**src/rtl/knight_pkg.sv**
```systemverilog
// Shared types and constants for the remote command link.
package knight_pkg;

    localparam int         BAUD_DIV_50M_19200 = 2604;
    localparam logic [7:0] POS_ACK            = 8'hA5;

    typedef enum logic {WAIT_HI, WAIT_LO} wrap_state_t;
    typedef enum logic {RX_IDLE, RX_RECV} rx_state_t;
    typedef enum logic {TX_IDLE, TX_BUSY} tx_state_t;

endpackage

```
**src/rtl/uart_cmd_wrapper_uart.sv**
```systemverilog
// Full-duplex 8N1 UART: independent RX and TX engines.
module uart
    import knight_pkg::*;
#(
    parameter int BAUD_DIV = BAUD_DIV_50M_19200
) (
    input  logic       clk,
    input  logic       rst_n,
    input  logic       RX,
    output logic       TX,
    output logic       rx_rdy,
    input  logic       clr_rx_rdy,
    output logic [7:0] rx_data,
    input  logic       trmt,
    input  logic [7:0] tx_data,
    output logic       tx_done
);

    localparam int            CW      = $clog2(BAUD_DIV);
    localparam logic [CW-1:0] HALF_M1 = CW'(BAUD_DIV / 2 - 1);
    localparam logic [CW-1:0] FULL_M1 = CW'(BAUD_DIV - 1);

    logic          r_rx_ff1;
    logic          r_rx_ff2;
    logic          r_rx_prev;
    rx_state_t     r_rx_state;
    logic [CW-1:0] r_rx_baud;
    logic [3:0]    r_rx_bit;
    logic          r_rx_first;
    logic [7:0]    r_rx_shift;
    logic          r_rx_rdy;

    logic          w_rx_fall;
    logic [CW-1:0] w_rx_target;
    logic          w_rx_tick;

    tx_state_t     r_tx_state;
    logic [8:0]    r_tx_shift;
    logic [CW-1:0] r_tx_baud;
    logic [3:0]    r_tx_bit;
    logic          r_tx_done;

    logic          w_tx_tick;

    always_ff @(posedge clk or negedge rst_n) begin
        if (!rst_n) begin
            r_rx_ff1  <= 1'b1;
            r_rx_ff2  <= 1'b1;
            r_rx_prev <= 1'b1;
        end else begin
            r_rx_ff1  <= RX;
            r_rx_ff2  <= r_rx_ff1;
            r_rx_prev <= r_rx_ff2;
        end
    end

    assign w_rx_fall   = r_rx_prev & ~r_rx_ff2;
    assign w_rx_target = r_rx_first ? HALF_M1 : FULL_M1;
    assign w_rx_tick   = (r_rx_baud == w_rx_target);

    // Edge-detect cycle counts as the first clock of the half-bit wait.
    always_ff @(posedge clk or negedge rst_n) begin
        if (!rst_n) begin
            r_rx_state <= RX_IDLE;
            r_rx_baud  <= '0;
            r_rx_bit   <= '0;
            r_rx_first <= 1'b0;
            r_rx_shift <= '0;
            r_rx_rdy   <= 1'b0;
        end else begin
            if (clr_rx_rdy) begin
                r_rx_rdy <= 1'b0;
            end
            case (r_rx_state)
                RX_IDLE: begin
                    if (w_rx_fall) begin
                        r_rx_state <= RX_RECV;
                        r_rx_baud  <= CW'(1);
                        r_rx_bit   <= '0;
                        r_rx_first <= 1'b1;
                        r_rx_rdy   <= 1'b0;
                    end
                end
                RX_RECV: begin
                    if (w_rx_tick) begin
                        r_rx_baud  <= '0;
                        r_rx_first <= 1'b0;
                        r_rx_bit   <= r_rx_bit + 4'd1;
                        if (r_rx_bit != 4'd0 && r_rx_bit != 4'd9) begin
                            r_rx_shift <= {r_rx_ff2, r_rx_shift[7:1]};
                        end
                        if (r_rx_bit == 4'd9) begin
                            r_rx_state <= RX_IDLE;
                            r_rx_rdy   <= 1'b1;
                        end
                    end else begin
                        r_rx_baud <= r_rx_baud + 1'b1;
                    end
                end
                default: r_rx_state <= RX_IDLE;
            endcase
        end
    end

    assign rx_rdy  = r_rx_rdy;
    assign rx_data = r_rx_shift;

    assign w_tx_tick = (r_tx_baud == FULL_M1);

    // TX is the LSB of the shifter; ones shifted in form the stop bit and idle.
    always_ff @(posedge clk or negedge rst_n) begin
        if (!rst_n) begin
            r_tx_state <= TX_IDLE;
            r_tx_shift <= '1;
            r_tx_baud  <= '0;
            r_tx_bit   <= '0;
            r_tx_done  <= 1'b0;
        end else begin
            case (r_tx_state)
                TX_IDLE: begin
                    if (trmt) begin
                        r_tx_state <= TX_BUSY;
                        r_tx_shift <= {tx_data, 1'b0};
                        r_tx_baud  <= '0;
                        r_tx_bit   <= '0;
                        r_tx_done  <= 1'b0;
                    end
                end
                TX_BUSY: begin
                    if (w_tx_tick) begin
                        r_tx_baud  <= '0;
                        r_tx_shift <= {1'b1, r_tx_shift[8:1]};
                        if (r_tx_bit == 4'd9) begin
                            r_tx_state <= TX_IDLE;
                            r_tx_done  <= 1'b1;
                        end else begin
                            r_tx_bit <= r_tx_bit + 4'd1;
                        end
                    end else begin
                        r_tx_baud <= r_tx_baud + 1'b1;
                    end
                end
                default: r_tx_state <= TX_IDLE;
            endcase
        end
    end

    assign TX      = r_tx_shift[0];
    assign tx_done = r_tx_done;

endmodule

```
**src/rtl/uart_cmd_wrapper.sv**
```systemverilog
// Robot-side command endpoint: two RX bytes form a 16-bit command,
// one response byte goes back over TX.
module uart_cmd_wrapper
    import knight_pkg::*;
#(
    parameter int BAUD_DIV = BAUD_DIV_50M_19200
) (
    input  logic        clk,
    input  logic        rst_n,
    input  logic        RX,
    output logic        TX,
    output logic [15:0] cmd,
    output logic        cmd_rdy,
    input  logic        clr_cmd_rdy,
    input  logic [7:0]  resp,
    input  logic        trmt,
    output logic        tx_done
);

    logic        w_rx_rdy;
    logic [7:0]  w_rx_data;

    wrap_state_t r_state;
    logic [15:0] r_cmd;
    logic        r_cmd_rdy;

    uart #(
        .BAUD_DIV (BAUD_DIV)
    ) u_uart (
        .clk        (clk),
        .rst_n      (rst_n),
        .RX         (RX),
        .TX         (TX),
        .rx_rdy     (w_rx_rdy),
        .clr_rx_rdy (w_rx_rdy),
        .rx_data    (w_rx_data),
        .trmt       (trmt),
        .tx_data    (resp),
        .tx_done    (tx_done)
    );

    // A byte arrival takes priority over the consumer acknowledge.
    always_ff @(posedge clk or negedge rst_n) begin
        if (!rst_n) begin
            r_state   <= WAIT_HI;
            r_cmd     <= '0;
            r_cmd_rdy <= 1'b0;
        end else if (w_rx_rdy) begin
            case (r_state)
                WAIT_HI: begin
                    r_cmd[15:8] <= w_rx_data;
                    r_cmd_rdy   <= 1'b0;
                    r_state     <= WAIT_LO;
                end
                WAIT_LO: begin
                    r_cmd[7:0] <= w_rx_data;
                    r_cmd_rdy  <= 1'b1;
                    r_state    <= WAIT_HI;
                end
                default: r_state <= WAIT_HI;
            endcase
        end else if (clr_cmd_rdy) begin
            r_cmd_rdy <= 1'b0;
        end
    end

    assign cmd     = r_cmd;
    assign cmd_rdy = r_cmd_rdy;

endmodule

```
**config.mk**
```make
export PLATFORM = sky130hd
export DESIGN_NAME = uart_cmd_wrapper
export DESIGN_NICKNAME = d
export VERILOG_FILES = /design/src/rtl/knight_pkg.sv /design/src/rtl/uart_cmd_wrapper_uart.sv /design/src/rtl/uart_cmd_wrapper.sv
export SDC_FILE = /design/constraint.sdc
export NUM_CORES = 1
export LEC_CHECK = 0
export ABC_CLOCK_PERIOD_IN_PS = 4500
export CORE_ASPECT_RATIO = 1.1
export CORE_MARGIN = 2
export CORE_UTILIZATION = 35
export CTS_CLUSTER_SIZE = 10
export DETAILED_ROUTE_END_ITERATION = 6
export RECOVER_POWER = 25
export SYNTH_ARGS = -nofsm -noshare
export SYNTH_HDL_FRONTEND = slang
export SYNTH_SLANG_ARGS = --single-unit
```
**constraint.sdc**
```tcl
create_clock -name clk -period 4.5 [get_ports clk]
set_input_delay 0.9 -clock clk [delete_from_list [all_inputs] [get_ports clk]]
set_output_delay 0.9 -clock clk [all_outputs]
set_load 0.02 [all_outputs]
```
==> results.md <==
* Layout cells sized above 1 at about 17%
* Detailed-route via count at 2583
* Relative slew slack at -19.0%
* Vias in the first global route at between 2000 and 3000
* CP bufs+invs at 1
* Mapped Nets at ~350
* GRT Total Usage at about an eighth
* FP Rows at 38
* CTS tree: built
* Clock Skew at roughly 0.0071 ns
* Area contributors post-synth: dfrtp_1 44%, dfstp_2 8.9%, mux2_2 7.6%, o21ai_0 4.2%, nand2_1 3.7%
* Failing checks: capacitance limit, slew limit
* Total clock buffers created by CTS at 9
* # Max-Cap Violations at 1
* TNS Setup at 0 ns
* Final Hold Viols at 0
* Worst-path cell chain: inv_1, a41oi_1, nor2_1, nor2_1, a21oi_1
* Total grt overflow at 0
* Synth async-reset ratio at between 90% and 100%
* Register area share after synthesis at roughly 53%
* Initial Utilization at between 30% and 40%
* Unique masters post-synth at 46
* First-pass GRT wire length at approximately 12 mm
* CTS Buffer Depth at 2
* Warnings, synthesis at 0
* Final setup fails at 0
* Die ar. at 0.0110 mm2
* Starting DRC count in detailed routing at 92
* Remaining DRCs at 0
* Hold Crit Class: flip-flop to flip-flop
* Hold_ws at ~0.37 ns
* Final period util at a little under three fifths
* Largest net degree at the start of global routing at 76
* Clock transition at the registers of the reported paths at around 0.08 ns
* Port Buffers at 31
* Utilization after layout at between 40% and 50%
* Setup repair after global routing missed its margin: false
* Hold Crit Depth at 0
* Drt wl/cell at 13.7 um
* Final HPWL DP at 4.63 mm
* Clk pwr share at between 40% and 50%
* Lkg Pwr at between 0.0015 and 0.002 uW
* Die height at approximately 110 um
* Hold path startpoint: u_uart.r_rx_ff1$_DFF_PN1_
* DR vias/cell at about 5.3
* Reg2reg setup slack at a little under 2 ns
* Most used DFF post-synth: dfrtp_1
* Worst Hold End: u_uart.r_rx_ff2$_DFF_PN1_
* Floorplan core area at 0.00989 mm2
* Hold Buf Count CTS at 0
* Pwr dens at 365 mW/mm2
* Tightest Pin Transition at about 1.8 ns
* Max IR drop VDD at between 0.15 and 0.2 mV
* R2R Path End: u_uart.r_tx_shift[4]$_DFFE_PN1P_
* I/O pins at 32
* Fin nets at 385
* Post-CTS setup buffer count at 0
* Crit path max-delay family: compound AO/OA/AOI/OAI gates
* Status: finished, violations left
* Switching part of the total at 24.8%
* Later-pin clock latency in the skew report at 0.35 ns
* CP endpoint kind: flip-flop
* P_int at 1150 uW
* GPL Wtd Cong at approximately 0.80
* Switching power at about 380 uW
* Htree depth at 3
* Highest-delay cell along the critical path: a41oi_1
* Register bit count reported by yosys at 75
* Drt first pass iters at 4
* WP data required at 4.75 ns
* Fmax at just under 0.4 GHz
* Crit Path Class: flip-flop to flip-flop
* R2r startpoint: u_uart.r_tx_state$_DFF_PN0_
* Resized Gates After CTS at 0
* CTS root buffer: clkbuf_8
* N_diodes at 0
* Share of power burned in registers at 50.4%
* Most frequent CP cell: nor2_1
* Register-to-Register Path Depth at 5
* Post-route ant nets at 0
* Area delta synth->final at 17.8%
* Post-synth EDFFs at 0
* Cell Area, Synth at between 0.003 and 0.004 mm2
* Max-slew violations at 76
* Arr. time, crit path at ~2.8 ns
* Syn Inst Count at 334
* Combinational power share at ~8.9%
* Initial antenna violation count at 0
* Startpoint types: flip-flop
* Largest area contributor in the netlist: dfrtp_1
* Post-Route WL at approximately 6.7 mm
* Worst path max stage delay at 0.79 ns
* CP max FO at 16
* Chip width at around 100 um
* Crit path time final at around 2.6 ns
* Syn avg cell area at 10.7 um2
* Area share of the leading cell type in the synthesized netlist at 44.3%
* Total clock sinks at between 70 and 80
==> power by group through the flow <==
stage	sequential (uW)	combinational, uW	clock (uW)
after CTS	774	143	641
after floorplan	768	105	0
after global routing	782	159	669
final	773	136	625
after global placement	785	138	0
after detailed placement	787	142	0
==> cell usage after synthesis, types with 6 or more instances <==
cell type and count:
nor3_1 7, ha_1 7, nor2_1 21, o21ai_0 30, dfstp_2 12, a21oi_1 17, mux2_2 24, nand3_1 16
inv_1 14, mux2i_1 11, and3_1 6, nand4_1 8, dfrtp_1 63, nand2_1 35
==> routing by layer <==
metal	up-vias	routed length, um	part of all wire (%)	global-route usage, %
li1	1252	-	-	-
met1	1273	3180	48	16.4
met2	46	3110	46	22.0
met3	12	278	4.2	3.62
met4	0	124	1.9	5.58
met5	-	0	0	0
==> per-stage QoR <==
step	area, um2	total power (uW)	cells	setup slack [ns]
floorplan	3560	873	334	2.73
global placement	3970	923	474	2.06
detailed placement	3970	929	474	1.97
CTS	4210	1560	490	1.97
global route	4200	1610	490	1.70
finish	4200	1530	490	1.95
==> cell type report <==
cell class | count | area [um2]
tap | 120 | 150
fill | 991 | 5690
clock inverter | 6 | 113
timing repair buffer | 31 | 305
inverter | 14 | 52.6
sequential | 75 | 1890
clock buffer | 10 | 128
multi-input combinational | 234 | 1560
==> worst max path at each step <==
stage | end | cells after the start | slack, ns | startpoint
detailed placement | u_uart.r_tx_shift[4]$_DFFE_PN1P_ | 5 | 1.97 | trmt
global route | u_uart.r_tx_shift[5]$_DFFE_PN1P_ | 5 | 1.70 | u_uart.r_tx_state$_DFF_PN0_
finish | u_uart.r_tx_shift[4]$_DFFE_PN1P_ | 5 | 1.95 | u_uart.r_tx_state$_DFF_PN0_
floorplan | u_uart.r_tx_bit[1]$_DFFE_PN0P_ | 5 | 2.73 | trmt
CTS | u_uart.r_tx_shift[4]$_DFFE_PN1P_ | 5 | 1.97 | u_uart.r_tx_state$_DFF_PN0_
global placement | u_uart.r_tx_shift[1]$_DFFE_PN1P_ | 5 | 2.06 | trmt
==> worst reg2reg max path, cell delays in order, from the launching register on <==
cell and delay (ns):
dfrtp_1 0.75, inv_1 0.23, a41oi_1 0.79, nor2_1 0.43, nor2_1 0.20, a21oi_1 0.06
==> flip-flops by register name, indices dropped and copies added, names as in the netlist <==
name,count
cmd,16
cmd_rdy,1
r_state,1
u_uart.r_rx_baud,12
u_uart.r_rx_bit,4
u_uart.r_rx_ff1,1
u_uart.r_rx_ff2,1
u_uart.r_rx_first,1
u_uart.r_rx_prev,1
u_uart.r_rx_state,1
u_uart.r_tx_baud,12
u_uart.r_tx_bit,4
u_uart.r_tx_shift,9
u_uart.r_tx_state,1
u_uart.rx_data,8
u_uart.rx_rdy,1
u_uart.tx_done,1
==> cell families after synthesis <==
kind of cell             count (synthesis)  synth area share, %
AO/OA/AOI/OAI                           71                 12.6
adder cells (fa/ha/maj)                  7                 2.46
buffers and inverters                   25                 2.92
XOR/XNOR                                 5                 1.23
AND/OR/NAND/NOR                        116                 17.0
flip-flops                              75                 53.1
multiplexers                            35                 10.7
==> layout by cell type, fill, tap and decap left out, types with 4 or more instances in the layout <==
| cell | n |
|---|---|
| mux2_2 | 24 |
| or2_2 | 4 |
| dfstp_2 | 11 |
| inv_1 | 14 |
| a31oi_1 | 5 |
| and3_1 | 6 |
| nor2_1 | 21 |
| a21oi_1 | 17 |
| mux2i_1 | 11 |
| nand2_1 | 35 |
| ha_1 | 7 |
| nand3_1 | 16 |
| xor2_1 | 4 |
| o21ai_0 | 30 |
| a22o_1 | 6 |
| nor3_1 | 7 |
| dfrtp_1 | 63 |
| clkbuf_8 | 9 |
| nand4_1 | 8 |
| clkdlybuf4s50_1 | 28 |
Power figures use the tool's default switching activity.
